--- src/rtl/morse_pkg.sv ---
// Shared definitions for the Morse digit sequencer.
// Holds the FSM state encoding, the symbol polarity in the codifier pattern,
// the length of each keying phase in Morse units, and the highest digit the
// sequencer accepts.
package morse_pkg;

  typedef enum logic [2:0] {
    ST_IDLE    = 3'd0,
    ST_LOAD    = 3'd1,
    ST_CAPTURE = 3'd2,
    ST_MARK    = 3'd3,
    ST_SPACE   = 3'd4,
    ST_GAP     = 3'd5
  } state_t;

  // Polarity of one symbol bit in the codifier pattern.
  localparam logic DOT  = 1'b1;
  localparam logic DASH = 1'b0;

  localparam int unsigned DOT_UNITS   = 1;
  localparam int unsigned DASH_UNITS  = 3;
  localparam int unsigned SPACE_UNITS = 1;
  localparam int unsigned GAP_UNITS   = 3;

  localparam logic [3:0]  MAX_DIGIT   = 4'd9;
  localparam int unsigned NUM_SYMBOLS = 5;

  // Length of the key-down phase for one symbol, in Morse units.
  function automatic int unsigned mark_units(input logic sym);
    return (sym == DASH) ? DASH_UNITS : DOT_UNITS;
  endfunction

endpackage

--- src/rtl/morse_unit_timer.sv ---
// Loadable down-counter that times one keying phase.
// Ports:
//   clk, reset   - system clock, synchronous active-high reset
//   load         - load load_val this cycle (takes priority over counting)
//   load_val     - phase length minus one, in clock cycles
//   tc           - terminal count: counter is at zero
// The counter parks at zero rather than wrapping, so tc stays high in idle.
module morse_unit_timer #(
  parameter int unsigned CNT_W = 4
) (
  input  logic             clk,
  input  logic             reset,
  input  logic             load,
  input  logic [CNT_W-1:0] load_val,
  output logic             tc
);

  logic [CNT_W-1:0] count;

  always_ff @(posedge clk) begin
    if (reset) begin
      count <= '0;
    end else if (load) begin
      count <= load_val;
    end else if (count != '0) begin
      count <= count - 1'b1;
    end
  end

  assign tc = (count == '0);

endmodule

--- src/rtl/morse_sequencer.sv ---
// Keys one decimal digit out as Morse code on tx_out.
// Ports:
//   clk, reset  - system clock, synchronous active-high reset
//   num, req    - digit and request, sampled every cycle while idle
//   ack, err    - one-cycle pulses: request accepted / rejected (num > 9)
//   busy        - high while a digit is in flight
//   done        - one-cycle pulse when the inter-digit gap finishes
//   tx_out      - keyed output, 1 = tone on
//   cod_num, cod_ready, cod_morse - handshake with the external codifier;
//                 cod_morse bit 0 is the first symbol, 1 = dot, 0 = dash
//
// state    | meaning
// ---------+-----------------------------------------------------------
// IDLE     | waiting for req; rejects digits above 9
// LOAD     | strobe cod_ready with the latched digit
// CAPTURE  | register the codifier pattern, start the first mark
// MARK     | key down for 1 (dot) or 3 (dash) units
// SPACE    | key up 1 unit between symbols
// GAP      | key up 3 units after the fifth symbol, then done
module morse_sequencer
  import morse_pkg::*;
#(
  parameter int unsigned UNIT_CYCLES = 4
) (
  input  logic       clk,
  input  logic       reset,
  input  logic [3:0] num,
  input  logic       req,
  output logic       ack,
  output logic       err,
  output logic       busy,
  output logic       done,
  output logic       tx_out,
  output logic [3:0] cod_num,
  output logic       cod_ready,
  input  logic [4:0] cod_morse
);

  localparam int unsigned CNT_W    = $clog2(3 * UNIT_CYCLES + 1);
  localparam logic [2:0]  LAST_IDX = 3'(NUM_SYMBOLS - 1);

  state_t           state;
  logic [4:0]       pattern;
  logic [2:0]       idx;
  logic             tmr_load;
  logic [CNT_W-1:0] tmr_val;
  logic             tc;

  // Timer reload value for a phase lasting the given number of units.
  function automatic logic [CNT_W-1:0] phase_val(input int unsigned units);
    return CNT_W'(units * UNIT_CYCLES - 1);
  endfunction

  morse_unit_timer #(.CNT_W(CNT_W)) u_timer (
    .clk      (clk),
    .reset    (reset),
    .load     (tmr_load),
    .load_val (tmr_val),
    .tc       (tc)
  );

  // The timer is reloaded on the same edge the FSM enters a new phase, so
  // every phase lasts exactly its unit count times UNIT_CYCLES.
  always_comb begin
    tmr_load = 1'b0;
    tmr_val  = '0;
    unique case (state)
      ST_CAPTURE: begin
        // Pattern register is written on this same edge; use the live input.
        tmr_load = 1'b1;
        tmr_val  = phase_val(mark_units(cod_morse[0]));
      end
      ST_MARK: begin
        tmr_load = tc;
        tmr_val  = (idx == LAST_IDX) ? phase_val(GAP_UNITS) : phase_val(SPACE_UNITS);
      end
      ST_SPACE: begin
        // idx already points at the next symbol.
        tmr_load = tc;
        tmr_val  = phase_val(mark_units(pattern[idx]));
      end
      default: ;
    endcase
  end

  always_ff @(posedge clk) begin
    if (reset) begin
      state     <= ST_IDLE;
      ack       <= 1'b0;
      err       <= 1'b0;
      busy      <= 1'b0;
      done      <= 1'b0;
      tx_out    <= 1'b0;
      cod_num   <= 4'd0;
      cod_ready <= 1'b0;
      pattern   <= 5'd0;
      idx       <= 3'd0;
    end else begin
      ack       <= 1'b0;
      err       <= 1'b0;
      done      <= 1'b0;
      cod_ready <= 1'b0;
      unique case (state)
        ST_IDLE: begin
          if (req) begin
            if (num <= MAX_DIGIT) begin
              cod_num   <= num;
              ack       <= 1'b1;
              busy      <= 1'b1;
              cod_ready <= 1'b1;
              state     <= ST_LOAD;
            end else begin
              err <= 1'b1;
            end
          end
        end
        ST_LOAD: begin
          state <= ST_CAPTURE;
        end
        ST_CAPTURE: begin
          pattern <= cod_morse;
          idx     <= 3'd0;
          tx_out  <= 1'b1;
          state   <= ST_MARK;
        end
        ST_MARK: begin
          if (tc) begin
            tx_out <= 1'b0;
            if (idx == LAST_IDX) begin
              state <= ST_GAP;
            end else begin
              idx   <= idx + 3'd1;
              state <= ST_SPACE;
            end
          end
        end
        ST_SPACE: begin
          if (tc) begin
            tx_out <= 1'b1;
            state  <= ST_MARK;
          end
        end
        ST_GAP: begin
          if (tc) begin
            busy  <= 1'b0;
            done  <= 1'b1;
            state <= ST_IDLE;
          end
        end
        default: state <= ST_IDLE;
      endcase
    end
  end

endmodule

--- config.mk ---
export PLATFORM = sky130hd
export DESIGN_NAME = morse_sequencer
export DESIGN_NICKNAME = d
export VERILOG_FILES = /design/src/rtl/morse_pkg.sv /design/src/rtl/morse_unit_timer.sv /design/src/rtl/morse_sequencer.sv
export SDC_FILE = /design/constraint.sdc
export NUM_CORES = 1
export LEC_CHECK = 0
export ABC_CLOCK_PERIOD_IN_PS = 2400
export CAP_MARGIN = 20
export CORE_MARGIN = 2
export CORE_UTILIZATION = 40
export DETAILED_ROUTE_END_ITERATION = 10
export GPL_TIMING_DRIVEN = 0
export MAX_ROUTING_LAYER = met4
export PLACE_DENSITY = 0.61
export REMOVE_ABC_BUFFERS = 1
export SYNTH_ARGS = -nofsm -noshare
export SYNTH_HDL_FRONTEND = slang
export SYNTH_HIERARCHICAL = 1
export SYNTH_SLANG_ARGS = --single-unit
--- constraint.sdc ---
create_clock -name clk -period 2.4 [get_ports clk]
set_clock_uncertainty 0.1 [all_clocks]
set_input_delay 0.48 -clock clk [delete_from_list [all_inputs] [get_ports clk]]
set_output_delay 0.48 -clock clk [all_outputs]
set_load 0.005 [all_outputs]
==> results.md <==
- All-Layer GR Usage: 15.4%
- Layout filler cell count: 298
- Die X: 60.0 um
- Asr flop ratio synth: 0%
- Syn_area_per_cell: 8.47 um2
- Root Driver: clkbuf_4
- Rel. slew slack: 37.7%
- Final Non-Filler Cells: 209
- R2R cell count: 9
- Most used DFF post-synth: dfxtp_1
- CP Class: flop to flop
- Drt via density: 5.03
- CTS clk-pin slew, worst paths: 0.13 ns
- Post-synth EDFFs: 0
- Post-Route WL: 2340 um
- H-tree depth: 1
- PD cells: 945 nW/um2
- Status: finished, final reports clean
- Placed Instances: 202
- Die Ht: 60.0 um
- Worst hold path depth: 2
- VDD IR-drop max: between 0.3 and 0.4 mV
- Grt ovf: 0
- Setup Buffers After CTS: 0
- Core area: approximately 3000 um2
- Worst hold start: tx_out
- Residual DRC count: 0
- Layout cells sized above 1: 12.1%
- # port buffers: 21
- Static leakage: 0.536 nW
- Clk sink count: 24
- CTS tree: yes
- Reg2Reg Launch Point: u_timer/count[0]
- RSZ-0062 raised after global routing: no
- Crit end category: flop
- Yosys top cell by area: dfxtp_1
- Vias: approximately 1100
- DRT iter0 DRCs: 21
- Tmin final: 2.14 ns
- Count leader, synth: dfxtp_1
- Fin Setup TNS: 0 ns
- Final GP Congestion: roughly 0.74
- Hold Crit Class: flop to flop
- Critical path startpoint: u_timer/count[0]
- Final antenna diode count: 0
- Nets: ~180
- # resized after CTS: 0
- Ranking of synthesized cells by area: dfxtp_1, a21oi_1, nand2_1
- Syn. warnings: 6
- R2R Path End: u_timer/count[3]
- Synth top cells by count: dfxtp_1, nand2_1, a21oi_1, nor2_1, nor3_1
- Required @ worst endpoint: roughly 2.5 ns
- Area growth syn-to-layout: 21.3%
- Critical Path Start Type: flop
- Worst Hold Endpoint: tx_out
- Tightest Pin Transition: 0.931 ns
- Pin count of the biggest net entering global routing: 27
- Num ports: 22
- Setup violators final: 0
- WL per Instance: between 10 and 15 um
- DRT antenna net count: 0
- Die area: 3600 um2
- Starting Density: about two fifths
- Post-Syn Area: 1250 um2
- Worst Path Max Fanout: 7
- Share of the yosys chip area belonging to registers: a little under two fifths
- TritonRoute pass-1 iters: 4
- Hold_buf cts: 0
- Tcrit/Tclk final: between 80% and 90%
- Bufs on Longest Clock Path: 2
- Area fraction of the dominant cell type after synthesis: 38.3%
- Std cell rows: 20
- Worst path arrival time: 2.26 ns
- Max Slew Vio Count: 0
- Synthesized flop and latch total: 24
- Reg2Reg Setup Slack: roughly 0.26 ns
- First-pass GRT wire length: ~4000 um
- Vias in the first global route: 951
- Initial antenna violation count: 0
- Fmax: 0.468 GHz
- Clock latency reported for the late side of the worst-skew pair: around 0.31 ns
- Count of cell types in the netlist: 46
- Max cap viols: 0
- Num CTS Buffers: 3
- Cell count after synthesis: 148
- Dpl hpwl: around 1600 um
- Hold Fails Final Rpt: 0
[metal layers]
layer	GRT usage, %	vias up	wire length [um]
met5	-	-	0
met4	6.98	0	14
met3	2.16	2	92
met2	24.1	21	1130
met1	19.5	480	1100
li1	-	549	-
[worst max-delay path by stage]
stage / endpoint / slack [ns] / cells past startpoint
final: u_timer/count[3] / 0.26 / 9
after global routing: u_timer/count[3] / 0.003 / 9
after CTS: u_timer/count[3] / 0.16 / 9
after detailed placement: u_timer/count[3] / 0.02 / 3
after global placement: u_timer/count[3] / 0.05 / 3
after floorplan: u_timer/count[3] / 0.51 / 9
[critical path, stage by stage, from the launching register on]
cell and delay (ns):
dfxtp_1 0.37, inv_1 0.08, ha_1 0.23, nor3b_4 0.19, nand2_1 0.08, nor2_1 0.08, o21bai_1 0.21, nand2_1 0.16
or2_2 0.35, o32ai_1 0.22
[stage by stage]
stage	hold WS [ns]	cell area [um2]	utilization [%]	setup slack, ns	total power, mW
2_1_floorplan	0.344	1200	-	0.511	1.01
3_3_place_gp	0.350	1460	48.3	0.0539	1.17
3_5_place_dp	0.350	1460	48.3	0.0210	1.19
4_1_cts	0.368	1500	49.5	0.164	1.41
5_1_grt	0.413	1520	50.2	0.00321	1.57
6_report	0.362	1520	50.2	0.263	1.44
[kinds of logic (layout without fill, tap and decap cells)]
logic type                 Yosys count  after routing  synth area share (%)
muxes                                3              3                  3.49
xor gates and xnor gates             3              3                  2.10
buffers and inverters               17             34                  6.39
adders and majority gates            3              3                  2.99
AOI/OAI and AO/OA                   39             39                  19.4
DFF                                 24             24                  38.3
other                                1              1                 0.299
and+or+nand+nor                     58             58                  27.0
[power breakdown]
| part | switching [mW] | internal, mW |
|---|---|---|
| combinational | 0.305 | 0.337 |
| clock | 0.117 | 0.0926 |
| sequential | 0.105 | 0.479 |
[cell type report]
cell class	count	area [um2]	share of cell area (%)
Timing Repair Buffer	24	233	15.3
Clock buffer	4	36.3	2.39
Multi-Input combinational cell	107	693	45.6
Sequential cell	24	480	31.6
Tap cell	44	55.1	3.62
Inverter	6	22.5	1.48
[sequential cells by signal, summed over array words and instances, names as in the netlist]
register,count
idx,3
state,3
done,1
pattern,5
cod_num,4
cod_ready,1
tx_out,1
u_timer/count,4
busy,1
err,1
[cell usage in the layout (no fill, tap or decap), types with 3 or more instances in the layout]
cell / n
xnor2_1: 3
nor3_1: 7
inv_1: 6
buf_4: 3
dfxtp_1: 24
nor2_1: 8
nand2b_1: 4
nor2b_1: 3
a21oi_1: 13
o22ai_1: 3
o21ai_0: 6
ha_1: 3
o21ai_1: 5
clkdlybuf4s50_1: 21
clkbuf_4: 3
a31oi_1: 3
nand2_1: 17
No activity file was read; power rests on OpenSTA's default activity.
